[config.mk]
export PLATFORM = sky130hd
export DESIGN_NAME = mm_bridge
export DESIGN_NICKNAME = d
export VERILOG_FILES = /design/src/rtl/mm_bridge.sv
export SDC_FILE = /design/constraint.sdc
export NUM_CORES = 1
export LEC_CHECK = 0
export CORE_MARGIN = 3
export CORE_UTILIZATION = 38
export DETAILED_ROUTE_END_ITERATION = 8
export GPL_TIMING_DRIVEN = 1
export PLACE_DENSITY = 0.76
export SKIP_LAST_GASP = 1
export SYNTH_ARGS = -nofsm -noshare
export SYNTH_HDL_FRONTEND = slang
export SYNTH_SLANG_ARGS = --single-unit
[constraint.sdc]
create_clock -name clk -period 2.4 [get_ports clk]
set_clock_uncertainty 0.1 [all_clocks]
set_input_delay 0.48 -clock clk [delete_from_list [all_inputs] [get_ports clk]]
set_output_delay 0.48 -clock clk [all_outputs]
set_load 0.05 [all_outputs]
[src/rtl/mm_bridge.sv]
// mm_bridge: single-outstanding Avalon-MM bridge with registered replay, fixed read latency and downstream timeout
module mm_bridge #(
  parameter int          TIMEOUT  = 255,
  parameter logic [31:0] ERR_DATA = 32'hDEADBEEF
) (
  input  logic        clk,
  input  logic        rst,
  input  logic [31:0] s_address,
  input  logic        s_read,
  input  logic        s_write,
  input  logic [31:0] s_writedata,
  input  logic [3:0]  s_byteenable,
  output logic        s_waitrequest,
  output logic [31:0] s_readdata,
  output logic        s_readdatavalid,
  output logic [31:0] m_address,
  output logic [31:0] m_writedata,
  output logic [3:0]  m_byteenable,
  output logic        m_read,
  output logic        m_write,
  input  logic        m_waitrequest,
  input  logic [31:0] m_readdata,
  input  logic        m_readdatavalid,
  output logic [7:0]  timeouts
);
  typedef enum logic [1:0] {IDLE, CMD, WAIT_RD, RESP} state_t;
  state_t state, next;
  logic is_wr, accept, done, abort, busy;
  logic [7:0] cnt;
  always_ff @(posedge clk or negedge rst)
    if (!rst) state <= IDLE;
    else state <= next;
  always_comb begin
    busy = state == CMD || state == WAIT_RD;
    accept = state == IDLE && (s_read || s_write);
    done = state == CMD ? !m_waitrequest : state == WAIT_RD && m_readdatavalid;
    abort = busy && !done && cnt == 8'(TIMEOUT - 1);
    next = state;
    case (state)
      IDLE:    next = accept ? CMD : IDLE;
      CMD:     next = done ? (is_wr ? IDLE : m_readdatavalid ? RESP : WAIT_RD)
                    : abort ? (is_wr ? IDLE : RESP) : CMD;
      WAIT_RD: next = done || abort ? RESP : WAIT_RD;
      default: next = IDLE;
    endcase
  end
  always_comb s_waitrequest = !rst || state != IDLE;
  // Strobes and response are computed from next state so every master-side output is registered.
  always_ff @(posedge clk or negedge rst)
    if (!rst) begin
      m_address       <= '0;
      m_writedata     <= '0;
      m_byteenable    <= '0;
      m_read          <= 1'b0;
      m_write         <= 1'b0;
      is_wr           <= 1'b0;
      cnt             <= '0;
      s_readdata      <= '0;
      s_readdatavalid <= 1'b0;
      timeouts        <= '0;
    end else begin
      if (accept) begin
        m_address    <= s_address;
        m_writedata  <= s_writedata;
        m_byteenable <= s_byteenable;
        is_wr        <= s_write;
      end
      m_read          <= next == CMD && !(accept ? s_write : is_wr);
      m_write         <= next == CMD && (accept ? s_write : is_wr);
      cnt             <= busy ? cnt + 8'd1 : '0;
      s_readdatavalid <= next == RESP;
      if (next == RESP) s_readdata <= abort ? ERR_DATA : m_readdata;
      if (abort && timeouts != 8'hFF) timeouts <= timeouts + 8'd1;
    end
endmodule

==> summary.md <==
| Metric | Value |
|---|---|
| Worst skew pair latency | `0.41 ns` |
| Post-synth top area cell | `dfrtp_1` |
| CTS tree | `done` |
| Initial detailed-routing violation count | `184` |
| Final estimated routing congestion in global placement | `0.795` |
| Post-synthesis sequential area ratio | `0.607` |
| Worst-path clk slew | `0.05 ns` |
| Input/output buffers | `217` |
| Leak Pwr | `3.56 nW` |
| Post-synth EDFFs | `0` |
| Ports | `218` |
| Drt pass-1 iters | `4` |
| Reg2reg start | `state[1]` |
| Most used DFF post-synth | `dfrtp_1` |
| Layout cells sized above 1 | `0.211` |
| Global-route wire length before repair | `19,800 µm` |
| Post-route minimum period | `2.37 ns` |
| Fmax | `422 MHz` |
| Die W | `121 µm` |
| Flop and latch count out of synthesis | `122` |
| Final-stage net count | `731` |
| Vias in the first global route | `4,004` |
| Setup_tns | `0 ns` |
| Max Cap Viol | `0` |
| Reg2Reg Capture Point | `s_readdata[2]` |
| CP Class | `reg2reg` |
| WP data arrival | `2.59 ns` |
| Hold Crit Class | `in2async` |
| Final WL | `13,200 µm` |
| Avg WL per Cell | `16.4 µm` |
| VDD IR max | `936 µV` |
| Synthesized instance count | `376` |
| PD cells | `1660 nW/µm²` |
| Antenna Cells | `0` |
| Syn nets | `489` |
| Vias | `3,778` |
| Endpoints failing setup | `0` |
| Worst-Margin Slew | `0.634 ns` |
| Placed instance count | `766` |
| # DRC | `0` |
| Synth Cell Area | `5030 µm²` |
| Initial antenna violation count | `0` |
| Sink Count | `122` |
| Top cells by area, synth | `dfrtp_1 61%, mux2_2 15%, mux2i_1 6.4%` |
| Worst Path Required | `2.62 ns` |
| Post-Syn Area per Cell | `13.4 µm²` |
| Placed wire-length estimate | `8980 µm` |
| Area growth from synthesis to layout | `62.9%` |
| Cts bufs inserted | `17` |
| Crit-path max FO | `7` |
| Finished Layout Cells | `803` |
| Row count | `41` |
| R2R Setup Slk | `0.03 ns` |
| Crit start category | `flip-flop` |
| Post-synth top area share | `0.607` |
| Final hold violation count | `0` |
| Synth unique cells | `35` |
| Slew HR | `0.577` |
| Top-count cell post-synth | `dfrtp_1` |
| Die area | `14,700 µm²` |
| Hold buffers post-CTS | `0` |
| Util after Layout | `0.642` |
| Async set-reset flop share out of synthesis | `1.00` |
| FILL cells | `951` |
| CTS max path bufs | `2` |
| Vias per cell | `4.70` |
| GRT Residual Overflow | `0` |
| Final cycle utilization of the critical path | `0.988` |
| Root buffer cell | `clkbuf_16` |
| CP Capture Type | `flip-flop` |
| Initial Util | `0.394` |
| Worst hold slack | `0.128 ns` |
| Yosys warnings | `0` |
| H-tree Lvls | `4` |
| Routed Antenna Nets | `0` |
| Core Region | `12,800 µm²` |
| R2R depth | `9` |
| Post-synth top cells | `122 x dfrtp_1, 69 x mux2_2, 36 x inv_1, 32 x mux2i_1, 27 x nor2_1` |
| Pin count of the biggest net entering global routing | `123` |
| Status | `finished clean` |
| Fin. max-slew vios | `0` |
| Tot GR Track Use | `0.175` |
| Tot Pwr | `0.0136 W` |
| Die height | `121 µm` |
[worst max-delay path by stage]
stage / startpoint / endpoint / cells after the start
finish: state[1] / s_readdata[2] / 9
global route: state[1] / s_readdata[2] / 9
CTS: state[1] / s_readdata[9] / 8
detailed placement: m_waitrequest / timeouts[1] / 5
global placement: m_waitrequest / timeouts[1] / 5
floorplan: state[1] / s_readdata[10] / 8
[state kept, by name (all words and copies together) (netlist names)]
register and count:
cnt 8, is_wr 1, m_address 32, m_byteenable 4, m_read 1, m_write 1, m_writedata 32, s_readdata 32
s_readdatavalid 1, state 2, timeouts 8
[through the flow]
step                cell area (µm²)  worst slack [ns]
floorplan                      5030            0.0404
detailed placement             7480           -0.0948
global route                   8200           -0.0482
CTS                            8070           0.00515
finish                         8200            0.0277
global placement               7480           -0.0409
[routing by layer]
layer / up-vias / part of all wire / track usage
met2: 166 / 0.50 / 0.286
met5: - / 0 / 0
met3: 25 / 0.10 / 0.0862
li1: 1737 / - / -
met4: 0 / 0.024 / 0.0836
met1: 1850 / 0.37 / 0.189
[worst max-delay path: stages (launching register included)]
cell and delay (ns):
dfrtp_1 0.38, inv_2 0.07, ha_4 0.27, nand4_2 0.13, or2_4 0.26, a311o_1 0.39
a21oi_4 0.15, buf_12 0.14, buf_6 0.16, mux2i_1 0.24
[cell type report]
type | instances | area [µm²] | share of cell area
clock buffers | 23 | 468 | 0.0571
clock inverters | 9 | 120 | 0.0147
inverters | 36 | 135 | 0.0165
multi-input cells | 205 | 1800 | 0.219
flip-flops and latches | 122 | 3050 | 0.372
well taps | 172 | 215 | 0.0263
repair buffers | 236 | 2410 | 0.294
[repair_timing]
action | 4_1_cts | 5_1_grt
gates resized for setup | 0 | 8
setup endpoints to repair | 0 | 38
buffers inserted | 0 | 2
[placed cells by master, fill, tap and decap left out, types with 2 or more instances in the layout]
master,synthesis,routed
and3_1,4,4
nand3_1,6,6
buf_4,0,13
ha_1,7,5
nor2_1,27,26
and2_1,7,7
buf_12,3,5
clkbuf_16,0,19
dfrtp_1,122,122
clkbuf_1,8,4
xnor2_1,10,10
nor2b_1,3,3
mux2_2,69,69
inv_1,36,35
clkdlybuf4s50_1,0,215
clkbuf_8,0,2
xor2_1,3,3
clkinv_2,0,6
nand2_1,15,15
nand4_1,3,3
bufinv_16,0,3
mux2i_1,32,31
[cell families after synthesis]
family                   Yosys count  share of synthesized area
AND/OR/NAND/NOR                   75                     0.0741
AO/OA/AOI/OAI                      8                     0.0122
buffers and inverters             49                     0.0465
multiplexers                     102                      0.220
adder cells (fa/ha/maj)            7                     0.0174
XOR/XNOR                          13                     0.0226
flip-flops                       122                      0.607
[power by group]
part / switching [W] / internal [W] / leakage (nW)
combinational: 0.00466 / 0.00291 / 1.81
sequential: 0.000484 / 0.00301 / 1.45
clock: 0.000868 / 0.00168 / 0.294
total: 0.00601 / 0.00760 / 3.56
No activity file was read; power rests on OpenSTA's default activity.
==> patch (same settings) <==
One comparison of `cnt` changes from == to >=.
--- a/src/rtl/mm_bridge.sv
+++ b/src/rtl/mm_bridge.sv
@@ -34,7 +34,7 @@
     busy = state == CMD || state == WAIT_RD;
     accept = state == IDLE && (s_read || s_write);
     done = state == CMD ? !m_waitrequest : state == WAIT_RD && m_readdatavalid;
-    abort = busy && !done && cnt == 8'(TIMEOUT - 1);
+    abort = busy && !done && cnt >= 8'(TIMEOUT - 1);
     next = state;
     case (state)
       IDLE:    next = accept ? CMD : IDLE;
Behaviour: same outputs for any inputs over 10 cycles, from zero or initial values and one cycle with rst low; that may be too few to reach the edited logic, so the function may still have changed.
==> patch against the unedited design <==
Design area decreased by 3.9%. Power decreased by 1.8%. Setup slack improved by 100 ps. Sequential share of layout area up 1.5 points. First-iteration DRC count rose by 36%. Combinational power down 0.5%. Non-clock buffer count is 2 lower. Sequential cell count stayed put. Wire length shrank 5.3%. Via count fell by 5.3%. Synthesized area is 4.1% lower. Die area shrank 3.9%. Worst hold slack worse by 78 ps. Critical path type unchanged. Largest power group unchanged.
==> patch: results (changes against the unedited design) <==
routing:
  drt_iter0_drc: 251  # +36%
  wire_per_inst_um: 16.61  # +1.2%
  vias: 3576  # -5.3%
cells_and_area:
  drive_gt1_frac: 0.2161  # +0.005347
  clock_area_frac: 0.06880  # -0.002938
  nNonClkBuffers: 234  # -0.85%
  multi_input_area_mm2: 0.001614  # -10%
  clock_buffers: 24  # +4.3%
  seq_cell_count: 122  # unchanged
  fillers: 963  # +1.3%
  buf_share: 0.3009  # +0.006813
  fin_nets: 683  # -6.6%
  num-multi-input-gates: 172  # -16%
power:
  p_int_mw: 7.426  # -2.3%
  p_leak_nw: 3.356  # -5.7%
setup_path:
  cp.arrival_ps: 2470  # -120 ps
  path_max_fanout: 32  # +25
  crit_slowest_cell: "dfrtp_1"
place:
  dpl.hpwl_um: 9050  # +0.80%
synthesis:
  synth_compound_area_frac: 0.07465  # +0.06246
  synth_common_cells: "dfrtp_1, mux2_2, inv_1, o22a_1"
  synthAdderAreaFrac: 0.01814  # +0.0007355
  synth_xor_area_frac: 0.02359  # +0.0009562
  synth_area_leaders: "dfrtp_1, mux2_2, o22a_1"
  muxShareOfSynthArea: 0.1693  # -0.05108
  syn-num-nets: 443  # -9.4%
  yosysSeqAreaShare: 0.6325  # +0.02564
clock_network:
  root_buffer: "clkbuf_16"
global_route:
  grt_use_met3: 0.07799  # -0.008257
  grt_use_total: 0.1839  # +0.009201
  grt_use_met1: 0.2118  # +0.02269
  grt_pass1_wl_um: 20300  # +2.8%
  gr-usage-met2: 0.3005  # +0.01502
outcome:
  run_status: "complete, no violations"
[patch: cell count changes after synthesis, sizes merged, moves of 2 or more]
cell and change:
o22ai +8, inv -13, nand2 -12, buf +2, mux2i -28, xor2 +2, o22a +24, xnor2 -2
and4 +2, nor2 -26, or2 -2, o21a +2, clkbuf -2
[patch: final timing paths]
kind,from,end,slack (ps),depth (start not counted)
max,state[0],s_readdata[28],130,8
min,rst,m_writedata[11],50,2
max reg2reg,state[0],s_readdata[28],130,8
min reg2reg,m_writedata[20],m_writedata[20],400,1
max in group asynchronous,rst,s_readdata[11],1630,2
min in group clk,m_writedata[20],m_writedata[20],400,1
[patch: metal layers]
| metal | up-vias | share of wire |
|---|---|---|
| li1 | 1647 | - |
| met4 | 0 | 0.022 |
| met5 | - | 0 |
| met3 | 22 | 0.086 |
| met2 | 153 | 0.50 |
| met1 | 1754 | 0.39 |
[patch: power by group through the flow]
stage	Clock [mW]	Combinational (mW)	Sequential, mW
after floorplan	0	1.84	6.57
after global placement	0	7.42	3.49
after detailed placement	0	7.56	3.54
after CTS	2.39	7.58	3.52
after global routing	2.49	7.87	3.63
final	2.33	7.53	3.51
[patch: per-stage QoR]
stage / instances / worst slack (ps) / cell area (um^2) / utilization / TNS [ps]
after floorplan: 330 / 225.7 / 4827 / - / 0
after global placement: 717 / 63.98 / 7316 / 0.5991 / 0
after detailed placement: 717 / -43.20 / 7316 / 0.5991 / -332.1
after CTS: 749 / 91.06 / 7858 / 0.6434 / 0
after global routing: 751 / 10.77 / 7875 / 0.6449 / 0
final: 751 / 127.2 / 7875 / 0.6449 / 0
[patch: what timing repair did]
action | in CTS | in global routing
resized for setup | 0 | 1
buffers inserted | 0 | 2
endpoints found under the setup margin | 0 | 24
